<file path="src/rtl/zanagotchi_nucleo.sv">
// ---------------------------------------------------------------------------
// zanagotchi_nucleo
//   Pet core. It holds an activity state machine and N_ATTR saturating
//   attribute counters. A prescaler produces one attribute update ("tick")
//   every TICK_DIV clock cycles. During an update the attribute of the
//   current activity gains GAIN and every other attribute loses DECAY.
//   When the active attribute reaches full, the pet leaves the activity on
//   its own. The pet dies when one attribute is empty (MORTE_MODO=0) or when
//   all attributes are empty (MORTE_MODO=1). MORTO is absorbing until reset.
//
//   state    | meaning
//   ---------+--------------------------------------------------------------
//   M_IDLE   | no activity; every attribute decays on tick (estado = 0)
//   M_ACT    | activity act_code-1 running; its attribute gains on tick
//            | (estado = act_code)
//   M_MORTO  | dead; commands ignored, attributes frozen (estado = N_ATTR+1)
//
// Ports
//   clk        game clock; all state changes on its rising edge
//   rst_n      asynchronous, active-low reset
//   btn_code   0 = no press, k+1 = request activity k (already debounced)
//   estado     0 = IDLE, k+1 = ACT_k, N_ATTR+1 = MORTO
//   atributos  attribute k at [k*ATTR_W +: ATTR_W]
//   morreu     high while estado == MORTO
//   tick       1-cycle pulse in the cycle whose closing edge updates attributes
//   cmd_ack    1-cycle pulse, the cycle after a command changed the state
// ---------------------------------------------------------------------------
module zanagotchi_nucleo #(
    parameter int N_ATTR     = 3,
    parameter int ATTR_W     = 8,
    parameter int ATTR_MAX   = 100,
    parameter int ATTR_INIT  = 100,
    parameter int TICK_DIV   = 100,
    parameter int GAIN       = 5,
    parameter int DECAY      = 1,
    parameter int MORTE_MODO = 0,
    parameter int CODE_W     = $clog2(N_ATTR + 1),
    parameter int ST_W       = $clog2(N_ATTR + 2)
) (
    input  logic                     clk,
    input  logic                     rst_n,
    input  logic [CODE_W-1:0]        btn_code,
    output logic [ST_W-1:0]          estado,
    output logic [N_ATTR*ATTR_W-1:0] atributos,
    output logic                     morreu,
    output logic                     tick,
    output logic                     cmd_ack
);

    localparam int PRE_W = (TICK_DIV > 1) ? $clog2(TICK_DIV) : 1;
    localparam int AW1   = ATTR_W + 1;

    localparam logic [PRE_W-1:0]  PRE_LAST  = PRE_W'(TICK_DIV - 1);
    localparam logic [PRE_W-1:0]  PRE_ONE   = PRE_W'(1);
    localparam logic [AW1-1:0]    MAX_X     = AW1'(ATTR_MAX);
    localparam logic [AW1-1:0]    GAIN_X    = AW1'(GAIN);
    localparam logic [ATTR_W-1:0] MAX_V     = ATTR_W'(ATTR_MAX);
    localparam logic [ATTR_W-1:0] INIT_V    = ATTR_W'(ATTR_INIT);
    localparam logic [ATTR_W-1:0] DECAY_V   = ATTR_W'(DECAY);
    localparam logic [CODE_W-1:0] CODE_LAST = CODE_W'(N_ATTR);
    localparam logic [ST_W-1:0]   ST_IDLE   = '0;
    localparam logic [ST_W-1:0]   ST_MORTO  = ST_W'(N_ATTR + 1);

    // Codes above N_ATTR can only appear when the code field has spare values.
    localparam bit CODE_HAS_SPARE = ((2 ** CODE_W) - 1) > N_ATTR;

    typedef enum logic [1:0] {
        M_IDLE,
        M_ACT,
        M_MORTO
    } modo_t;

    modo_t               modo;
    logic [CODE_W-1:0]   act_code;
    logic [CODE_W-1:0]   btn_prev;
    logic [PRE_W-1:0]    pre;
    logic [ATTR_W-1:0]   attr     [N_ATTR];
    logic [ATTR_W-1:0]   attr_upd [N_ATTR];
    logic [N_ATTR-1:0]   is_zero;
    logic [N_ATTR-1:0]   hit_max;
    logic                code_ok;
    logic                cmd;
    logic                dead_upd;
    logic                auto_exit;

    // ---------------------------------------------------------------
    // Command detect: a new nonzero, in-range code compared with last cycle.
    // ---------------------------------------------------------------
    generate
        if (CODE_HAS_SPARE) begin : g_code_range
            assign code_ok = (btn_code <= CODE_LAST);
        end else begin : g_code_full
            assign code_ok = 1'b1;
        end
    endgenerate

    assign cmd  = (btn_code != '0) && (btn_code != btn_prev) && code_ok;
    assign tick = (pre == PRE_LAST);

    // ---------------------------------------------------------------
    // Candidate attribute values for the next tick, from the current state.
    // The gain path is one bit wider so the saturation compare never wraps;
    // the decay path compares before subtracting so it never goes negative.
    // ---------------------------------------------------------------
    generate
        for (genvar k = 0; k < N_ATTR; k++) begin : g_attr
            logic [AW1-1:0]    up;
            logic [ATTR_W-1:0] dn;
            logic              sel;

            assign sel = (modo == M_ACT) && (act_code == CODE_W'(k + 1));
            assign up  = {1'b0, attr[k]} + GAIN_X;
            assign dn  = attr[k] - DECAY_V;

            assign attr_upd[k] = sel ? ((up > MAX_X) ? MAX_V : up[ATTR_W-1:0])
                                     : ((attr[k] < DECAY_V) ? '0 : dn);

            assign is_zero[k] = (attr_upd[k] == '0);
            assign hit_max[k] = sel && (attr_upd[k] == MAX_V);

            assign atributos[k*ATTR_W +: ATTR_W] = attr[k];
        end
    endgenerate

    assign dead_upd  = (MORTE_MODO != 0) ? (&is_zero) : (|is_zero);
    assign auto_exit = |hit_max;

    // ---------------------------------------------------------------
    // State, attributes and registered outputs.
    // Priority at a tick edge: death, then auto-exit, then any command.
    // ---------------------------------------------------------------
    always_ff @(posedge clk or negedge rst_n) begin
        if (!rst_n) begin
            modo     <= M_IDLE;
            act_code <= '0;
            btn_prev <= '0;
            pre      <= '0;
            estado   <= ST_IDLE;
            morreu   <= 1'b0;
            cmd_ack  <= 1'b0;
            for (int k = 0; k < N_ATTR; k++) begin
                attr[k] <= INIT_V;
            end
        end else begin
            btn_prev <= btn_code;
            pre      <= tick ? '0 : (pre + PRE_ONE);
            cmd_ack  <= 1'b0;

            if (tick && (modo != M_MORTO)) begin
                for (int k = 0; k < N_ATTR; k++) begin
                    attr[k] <= attr_upd[k];
                end
            end

            case (modo)
                M_IDLE, M_ACT: begin
                    if (tick && dead_upd) begin
                        modo   <= M_MORTO;
                        estado <= ST_MORTO;
                        morreu <= 1'b1;
                    end else if (tick && auto_exit) begin
                        modo   <= M_IDLE;
                        estado <= ST_IDLE;
                    end else if (cmd) begin
                        if (modo == M_IDLE) begin
                            modo     <= M_ACT;
                            act_code <= btn_code;
                            estado   <= ST_W'(btn_code);
                            cmd_ack  <= 1'b1;
                        end else if (btn_code == act_code) begin
                            modo    <= M_IDLE;
                            estado  <= ST_IDLE;
                            cmd_ack <= 1'b1;
                        end
                    end
                end
                default: begin
                    // MORTO holds until reset.
                end
            endcase
        end
    end

endmodule

</file>
<file path="config.mk">
export PLATFORM = sky130hd
export DESIGN_NAME = zanagotchi_nucleo
export DESIGN_NICKNAME = d
export VERILOG_FILES = /design/src/rtl/zanagotchi_nucleo.sv
export SDC_FILE = /design/constraint.sdc
export NUM_CORES = 1
export LEC_CHECK = 0
export BUFFER_PORTS_ARGS = -buffer_cell sky130_fd_sc_hd__buf_2
export CAP_MARGIN = 0
export CORE_ASPECT_RATIO = 1.1
export CORE_MARGIN = 2
export CORE_UTILIZATION = 30
export DETAILED_ROUTE_END_ITERATION = 8
export RECOVER_POWER = 100
export SYNTH_ARGS = -nofsm -noshare
export SYNTH_HDL_FRONTEND = slang
export SYNTH_SLANG_ARGS = --single-unit
</file>
<file path="constraint.sdc">
create_clock -name clk -period 4.5 [get_ports clk]
set_input_delay 0.225 -clock clk [delete_from_list [all_inputs] [get_ports clk]]
set_output_delay 0.225 -clock clk [all_outputs]
set_load 0.05 [all_outputs]
</file>
==> tab_implementation.tex, run 1 <==
\begin{tabular}{lr}
\hline
Metric & Value \\
\hline
\multicolumn{2}{l}{\textbf{Run status}} \\
\quad Status & complete, but fails checks \\
\quad Violated checks & max-capacitance violations, max-slew violations \\
\multicolumn{2}{l}{\textbf{Setup path}} \\
\quad Worst endpoint required time & 4690 ps \\
\quad Crit path DAT & 3970 ps \\
\quad Crit end category & flop \\
\quad Crit path max-delay cell type & a211oi\_1 \\
\quad Setup crit start kind & flop \\
\quad Delay of the slowest cell on the worst path & 770 ps \\
\quad Worst setup slack for register-to-register paths & 720 ps \\
\quad Crit. Startpoint & atributos[0] \\
\quad Most frequent cell on the critical path & a211oi\_1 \\
\quad Kind of critical path & reg2reg \\
\quad Peak fanout along the critical path & 15 \\
\quad Worst flop-to-flop path endpoint & modo[0] \\
\quad Cell-by-cell listing of the critical path & ha\_1 -> nor2b\_1 -> a222oi\_1 -> a2111oi\_0 -> nor4\_2 -> o21ai\_0 -> a211oi\_1 -> a211oi\_1 -> a211oi\_1 -> a211oi\_2 \\
\quad Depth of the most critical reg-to-reg path & 10 \\
\quad RR Startpoint & atributos[0] \\
\quad End of the critical path & modo[0] \\
\multicolumn{2}{l}{\textbf{Synthesis}} \\
\quad Yosys warnings & 0 \\
\quad Post-synth top area cell & dfrtp\_1 \\
\quad Syn nets & 470 \\
\quad EDFF count, synth & 0 \\
\quad Synth Area per Inst & 8.01 µm² \\
\quad Fraction of the yosys area taken by sequential cells & 28.4\% \\
\quad Complex-gate fraction of the synthesized area & 29.6\% \\
\quad Basic-gate share of the synthesized area counting and, or, nand and nor cells & 25.8\% \\
\quad Post-synthesis mux area share & 1.16\% \\
\quad Flip-flop cell with the highest count after synthesis & dfrtp\_1 \\
\quad Portion of synthesized cell area occupied by the leading cell type & 21.9\% \\
\quad Number of distinct library cell variants in the gate-level netlist after synthesis & 84 \\
\quad Xor and xnor area share after synthesis & 4.55\% \\
\quad Combinational family with the most area after synthesis & compound AO/OA/AOI/OAI gates \\
\quad Async SR Flop Fraction & 100\% \\
\quad Synth Area in Adders & 3.42\% \\
\quad Most area-consuming cells after synthesis & dfrtp\_1 22\%, dfstp\_2 6.5\%, o21ai\_0 5.5\% \\
\quad Post-synthesis cell count & 456 \\
\quad Synthesis-stage register bit count & 41 \\
\quad Mapped cell area & 3650 µm² \\
\multicolumn{2}{l}{\textbf{Clock network}} \\
\quad Number of buffers added by the clock tree synthesis step & 5 \\
\quad Cts-stage hold buffer count & 0 \\
\quad Clk pin slew, worst setup/hold paths & 60 ps \\
\quad Number of instances resized during post-cts repair & 0 \\
\quad Number of setup buffers added after CTS & 0 \\
\quad Number of clock sinks & 41 \\
\quad CTS Root Buffer Type & clkbuf\_16 \\
\quad CTS tree & yes \\
\quad Insertion delay of the later-clocked pin in the worst-skew pair & 280 ps \\
\quad CTS H-tree lvls & 2 \\
\quad Clock Tree Buf Depth & 2 \\
\multicolumn{2}{l}{\textbf{Timing}} \\
\quad Timing-limited maximum frequency & 0.264 GHz \\
\quad Final hold violation count & 0 \\
\quad Setup\_tns & 0 ps \\
\quad Count of pins over their slew limit & 42 \\
\quad Final worst path period share & 84.0\% \\
\quad Remaining max-slew budget at the tightest pin & -42.5\% \\
\quad Setup repair after global routing missed its margin & false \\
\quad Final setup skew & 5.39 ps \\
\quad Final setup violation count & 0 \\
\quad Transition time of the tightest slew-check pin & 2140 ps \\
\quad Clock period minus worst slack & 3780 ps \\
\multicolumn{2}{l}{\textbf{Floorplan}} \\
\quad Height of the die & 120 µm \\
\quad Area of the core region & 12000 µm² \\
\quad Width of the die & 109 µm \\
\quad Die ar. & 13100 µm² \\
\quad I/O pin cnt & 34 \\
\quad Initial standard-cell utilization of the core & 30.5\% \\
\quad Number of cell rows & 42 \\
\multicolumn{2}{l}{\textbf{Route}} \\
\quad Final ANT Viol Nets & 0 \\
\quad DRC violation count after routing & 0 \\
\quad Number of violations reported at the end of detailed-routing iteration 0 & 292 \\
\quad Total routed wirelength & 9.37 mm \\
\quad Via count & 3553 \\
\quad TritonRoute pass-1 iters & 4 \\
\quad Via/cell ratio & 5.72 \\
\quad DR WL/cell & 15.1 µm \\
\multicolumn{2}{l}{\textbf{Layout}} \\
\quad Cell area after layout & 3960 µm² \\
\quad Proportion of layout cells with a drive suffix above 1 & 9.42\% \\
\quad Final-layout fill cell count & 1281 \\
\quad Area growth from synthesis to layout & 8.32\% \\
\quad Number of antenna diodes & 0 \\
\quad Post-layout nets & 480 \\
\multicolumn{2}{l}{\textbf{Pwr}} \\
\quad Pleak & 1.53 nW \\
\quad Maximum vdd ir drop & 0.139 mV \\
\quad Pwr Density & 308 nW/µm² \\
\multicolumn{2}{l}{\textbf{Place}} \\
\quad Placer Congestion & 0.906 \\
\quad Number of buffers inserted by port buffering & 33 \\
\quad Cell area reported after detailed placement & 3850 µm² \\
\quad Hpwl dp & 6.71 mm \\
\multicolumn{2}{l}{\textbf{Worst hold path}} \\
\quad Class of the most critical hold timing path & in2reg \\
\multicolumn{2}{l}{\textbf{GRT}} \\
\quad Maximum number of pins on one net before global-route repair & 42 \\
\quad Wire length of the first global-routing pass & 15.8 mm \\
\quad Global-route usage over all layers & 14.5\% \\
\quad Overflow left after global routing & 0 \\
\quad Number of antenna violations at the first check in global routing & 0 \\
\quad Vias in the first global route & 3330 \\
\multicolumn{2}{l}{\textbf{Flow run}} \\
\quad Maximum Capacitance Violations & 1 \\
\hline
\end{tabular}
[synthesized netlist by cell type (all sizes together) (4+ instances only)]
master,instances
o22ai,7
nand4,7
nor4,5
nor2,37
a31oi,9
nand3,15
and2,6
a21oi,36
o21ai,41
nand2b,5
inv,22
xnor2,15
xor2,4
nand2,48
dfrtp,32
a21o,4
a211oi,7
buf,19
o211ai,4
clkbuf,13
o2111ai,6
or3,5
nor3,20
dfstp,9
ha,10
[worst min-delay path by stage]
stage,startpoint,end,depth (start not counted)
global route,btn_code[0],btn_prev[0],1
global placement,rst_n,pre[3],1
finish,btn_code[1],btn_prev[1],1
floorplan,rst_n,act_code[0],0
detailed placement,rst_n,pre[0],1
CTS,rst_n,pre[0],1
[sequential cells by signal, summed over array words and instances (netlist names)]
| name | flops |
|---|---|
| atributos | 24 |
| btn_prev | 2 |
| modo | 1 |
| estado | 3 |
| act_code | 2 |
| morreu | 1 |
| cmd_ack | 1 |
| pre | 7 |
[layout by cell type (no fill, tap or decap), types with 10 or more instances in the layout]
master / n
clkbuf_1: 33
a21oi_1: 33
inv_1: 20
dfrtp_1: 32
o21ai_0: 40
nor3_1: 19
ha_1: 10
nand3_1: 15
nor2_1: 37
xnor2_1: 15
nand2_1: 46
[worst max-delay path: cells and delay by family (launching register included)]
kind / cells / cell delay, ps
compound gates: 7 / 2380
fa+ha+maj: 1 / 380
flops: 1 / 620
simple gates: 2 / 290
[cell type report]
cell class / instances / area, µm² / area share [%]
Multi-Input combinational cell: 361 / 2330 / 58.9
Sequential cell: 41 / 1040 / 26.2
Tap cell: 154 / 193 / 4.87
Clock buffer: 6 / 139 / 3.51
Timing Repair Buffer: 35 / 136 / 3.45
Inverter: 22 / 82.6 / 2.09
Clock inverter: 2 / 37.5 / 0.948
[metal layers]
metal	vias up	track usage, %	share of wire [%]
met5	-	0	0
met4	0	5.54	1.8
met3	16	1.41	3.0
met2	103	24.5	50
met1	1722	19.1	45
li1	1712	-	-
[power by group]
group          internal [mW]  switching [mW]  total [mW]  leakage (nW)
Sequential             0.395          0.0374       0.433         0.511
Clock                  0.277           0.142       0.418        0.0831
Combinational          0.125           0.244       0.369         0.934
Total                  0.796           0.423        1.22          1.53
[through the flow]
step / hold WS (ps) / total power, mW / utilization [%] / setup WS (ps) / cells
global route: 180 / 1.29 / 33.0 / 477 / 621
global placement: 406 / 0.814 / 32.2 / 1310 / 613
floorplan: -70.6 / 0.743 / - / 1300 / 456
finish: 175 / 1.22 / 33.0 / 719 / 621
detailed placement: 423 / 0.818 / 32.2 / 1210 / 613
CTS: 120 / 1.24 / 33.6 / 1210 / 621
[kinds of logic (layout without fill, tap and decap cells)]
kind of cell,count (synthesis),after routing
flops,41,41
xor+xnor,19,19
compound gates,155,155
simple gates,173,173
mux,4,4
fa+ha+maj,10,10
buf+inv,54,65
No activity file was read; power rests on OpenSTA's default activity.
==> run 2: changes to the inputs <==
==> constraint.sdc (replaced) <==
create_clock -name clk -period 4 [get_ports clk]
set_input_delay 0.2 -clock clk [delete_from_list [all_inputs] [get_ports clk]]
set_output_delay 0.2 -clock clk [all_outputs]
set_load 0.05 [all_outputs]
==> run 2 against run 1 <==
Effect of this change: sequential cell count is the same; cell area shrank 0.16%; critical path type unchanged; clock skew is essentially flat; the run still ends with max-capacitance violations, max-slew violations left; largest power group unchanged; critical endpoint is now estado[0]; fmax grew 11%; largest cell class unchanged; highest routed layer unchanged; cell count grew 0.16%.
==> tab_implementation.tex, run 2 (synthesized netlist as in run 1, its figures left out) <==
\begin{tabular}{lr}
\hline
Metric & Value \\
\hline
\multicolumn{2}{l}{\textbf{Layout}} \\
\quad Most frequent cells in the layout & 46 x nand2\_1, 40 x o21ai\_0, 37 x nor2\_1, 34 x clkbuf\_1, 33 x a21oi\_1 \\
\quad Area growth from synthesis to layout & 8.15\% \\
\quad Proportion of layout cells with a drive suffix above 1 & 9.62\% \\
\quad Largest register FFs & 24 \\
\quad Final-layout fill cell count & 1305 \\
\quad Final Instance Count excl. Fillers & 622 \\
\quad Post-layout nets & 481 \\
\quad Number of antenna diodes & 0 \\
\quad Finished Core Util & 33.0\% \\
\quad Most common cell after layout, fill and taps aside & nand2\_1 \\
\multicolumn{2}{l}{\textbf{GRT}} \\
\quad Vias in the first global route & 3351 \\
\quad Wire length of the first global-routing pass & 16.0 mm \\
\quad Global-route usage over all layers & 14.7\% \\
\quad Maximum number of pins on one net before global-route repair & 42 \\
\quad Overflow left after global routing & 0 \\
\quad Number of antenna violations at the first check in global routing & 0 \\
\multicolumn{2}{l}{\textbf{Worst hold path}} \\
\quad Class of the most critical hold timing path & in2reg \\
\multicolumn{2}{l}{\textbf{Timing}} \\
\quad Clock period minus worst slack & 3410 ps \\
\quad Transition time of the tightest slew-check pin & 2170 ps \\
\quad Final setup violation count & 0 \\
\quad Final hold violation count & 0 \\
\quad Hold Worst Slack & 146 ps \\
\quad Setup repair after global routing missed its margin & false \\
\quad Remaining max-slew budget at the tightest pin & -44.5\% \\
\quad Least setup slack across all paths after layout & 588 ps \\
\quad Setup\_tns & 0 ps \\
\quad Timing-limited maximum frequency & 0.293 GHz \\
\quad Final worst path period share & 85.3\% \\
\quad Count of pins over their slew limit & 42 \\
\quad Final setup skew & 5.62 ps \\
\multicolumn{2}{l}{\textbf{Floorplan}} \\
\quad Area of the core region & 12000 µm² \\
\quad Width of the die & 109 µm \\
\quad Initial standard-cell utilization of the core & 30.5\% \\
\quad Number of cell rows & 42 \\
\quad Height of the die & 120 µm \\
\quad I/O pin cnt & 34 \\
\quad Die ar. & 13100 µm² \\
\multicolumn{2}{l}{\textbf{Place}} \\
\quad Dpl cells & 614 \\
\quad Placer Congestion & 0.903 \\
\quad Number of buffers inserted by port buffering & 33 \\
\quad Hpwl dp & 6.75 mm \\
\quad Minimum setup slack after placement & 730 ps \\
\multicolumn{2}{l}{\textbf{Route}} \\
\quad Via count & 3548 \\
\quad Via/cell ratio & 5.70 \\
\quad Final ANT Viol Nets & 0 \\
\quad Number of violations reported at the end of detailed-routing iteration 0 & 218 \\
\quad Total routed wirelength & 9.35 mm \\
\quad TritonRoute pass-1 iters & 5 \\
\quad DRC violation count after routing & 0 \\
\quad DR WL/cell & 15.0 µm \\
\multicolumn{2}{l}{\textbf{Setup path}} \\
\quad Crit path DAT & 3560 ps \\
\quad Worst endpoint required time & 4140 ps \\
\quad Kind of critical path & reg2reg \\
\quad Crit end category & flop \\
\quad Setup crit start kind & flop \\
\quad Peak fanout along the critical path & 15 \\
\multicolumn{2}{l}{\textbf{Clock network}} \\
\quad CTS Root Buffer Type & clkbuf\_16 \\
\quad Number of setup buffers added after CTS & 0 \\
\quad Clock Tree Buf Depth & 2 \\
\quad Cts-stage hold buffer count & 0 \\
\quad Number of buffers added by the clock tree synthesis step & 5 \\
\quad CTS tree & yes \\
\quad Clk pin slew, worst setup/hold paths & 60 ps \\
\quad Number of instances resized during post-cts repair & 0 \\
\quad Insertion delay of the later-clocked pin in the worst-skew pair & 280 ps \\
\quad CTS H-tree lvls & 2 \\
\quad Number of clock sinks & 41 \\
\multicolumn{2}{l}{\textbf{Pwr}} \\
\quad Maximum vdd ir drop & 0.164 mV \\
\quad Pwr Density & 333 nW/µm² \\
\quad Pleak & 1.52 nW \\
\multicolumn{2}{l}{\textbf{Run status}} \\
\quad Violated checks & max-capacitance violations, max-slew violations \\
\quad Status & complete, but fails checks \\
\multicolumn{2}{l}{\textbf{Flow run}} \\
\quad Maximum Capacitance Violations & 1 \\
\hline
\end{tabular}
run 2: changes by cell type in the layout (fill, tap and decap cells not counted), sizes merged:
cell and change:
buf +1, clkbuf +1, bufinv -1
run 2: area by class of cell:
class	count	area, µm²	share of cell area (%)
clock buffers	7	143	3.61
clock inverters	1	7.51	0.190
inverters	22	82.6	2.09
multi-input cells	361	2340	59.3
flip-flops and latches	41	1040	26.3
well taps	154	193	4.88
repair buffers	36	144	3.64
run 2: worst max-delay path: stages, from the launching register on:
cell and delay (ps):
dfrtp_1 640, ha_1 390, nor2_1 70, a222oi_1 370
a2111oi_0 190, nor4_2 330, o21ai_0 170, a211oi_1 430
a211oi_4 120, a211oi_1 480, nor2_1 90
run 2: worst paths after layout:
check | end | slack (ps) | startpoint | cells after the start
max | estado[0] | 590 | atributos[0] | 10
min | btn_prev[1] | 150 | btn_code[1] | 1
max reg2reg | estado[0] | 590 | atributos[0] | 10
min reg2reg | morreu | 470 | morreu | 2
max in group asynchronous | atributos[20] | 2200 | rst_n | 1
min in group asynchronous | pre[4] | 550 | rst_n | 1
run 2: power by group:
group | total, mW | switching [mW] | leakage, nW | internal [mW]
sequential | 0.487 | 0.0426 | 0.511 | 0.445
combinational | 0.426 | 0.283 | 0.940 | 0.143
clock | 0.400 | 0.152 | 0.0701 | 0.248
total | 1.31 | 0.478 | 1.52 | 0.836
run 2: metal layers:
| metal | wire, µm | share of wire, % | track usage (%) | vias up |
|---|---|---|---|---|
| met4 | 106 | 1.1 | 4.19 | 0 |
| met3 | 380 | 4.1 | 1.63 | 12 |
| met5 | 0 | 0 | 0 | - |
| li1 | - | - | - | 1716 |
| met1 | 4160 | 44 | 19.4 | 1714 |
| met2 | 4700 | 50 | 25.2 | 106 |
run 2: through the flow:
step | power [mW] | instance area (µm²)
final | 1.31 | 3950
after global routing | 1.39 | 3950
after CTS | 1.33 | 4010
after detailed placement | 0.921 | 3860
after global placement | 0.916 | 3860
after floorplan | 0.836 | 3650
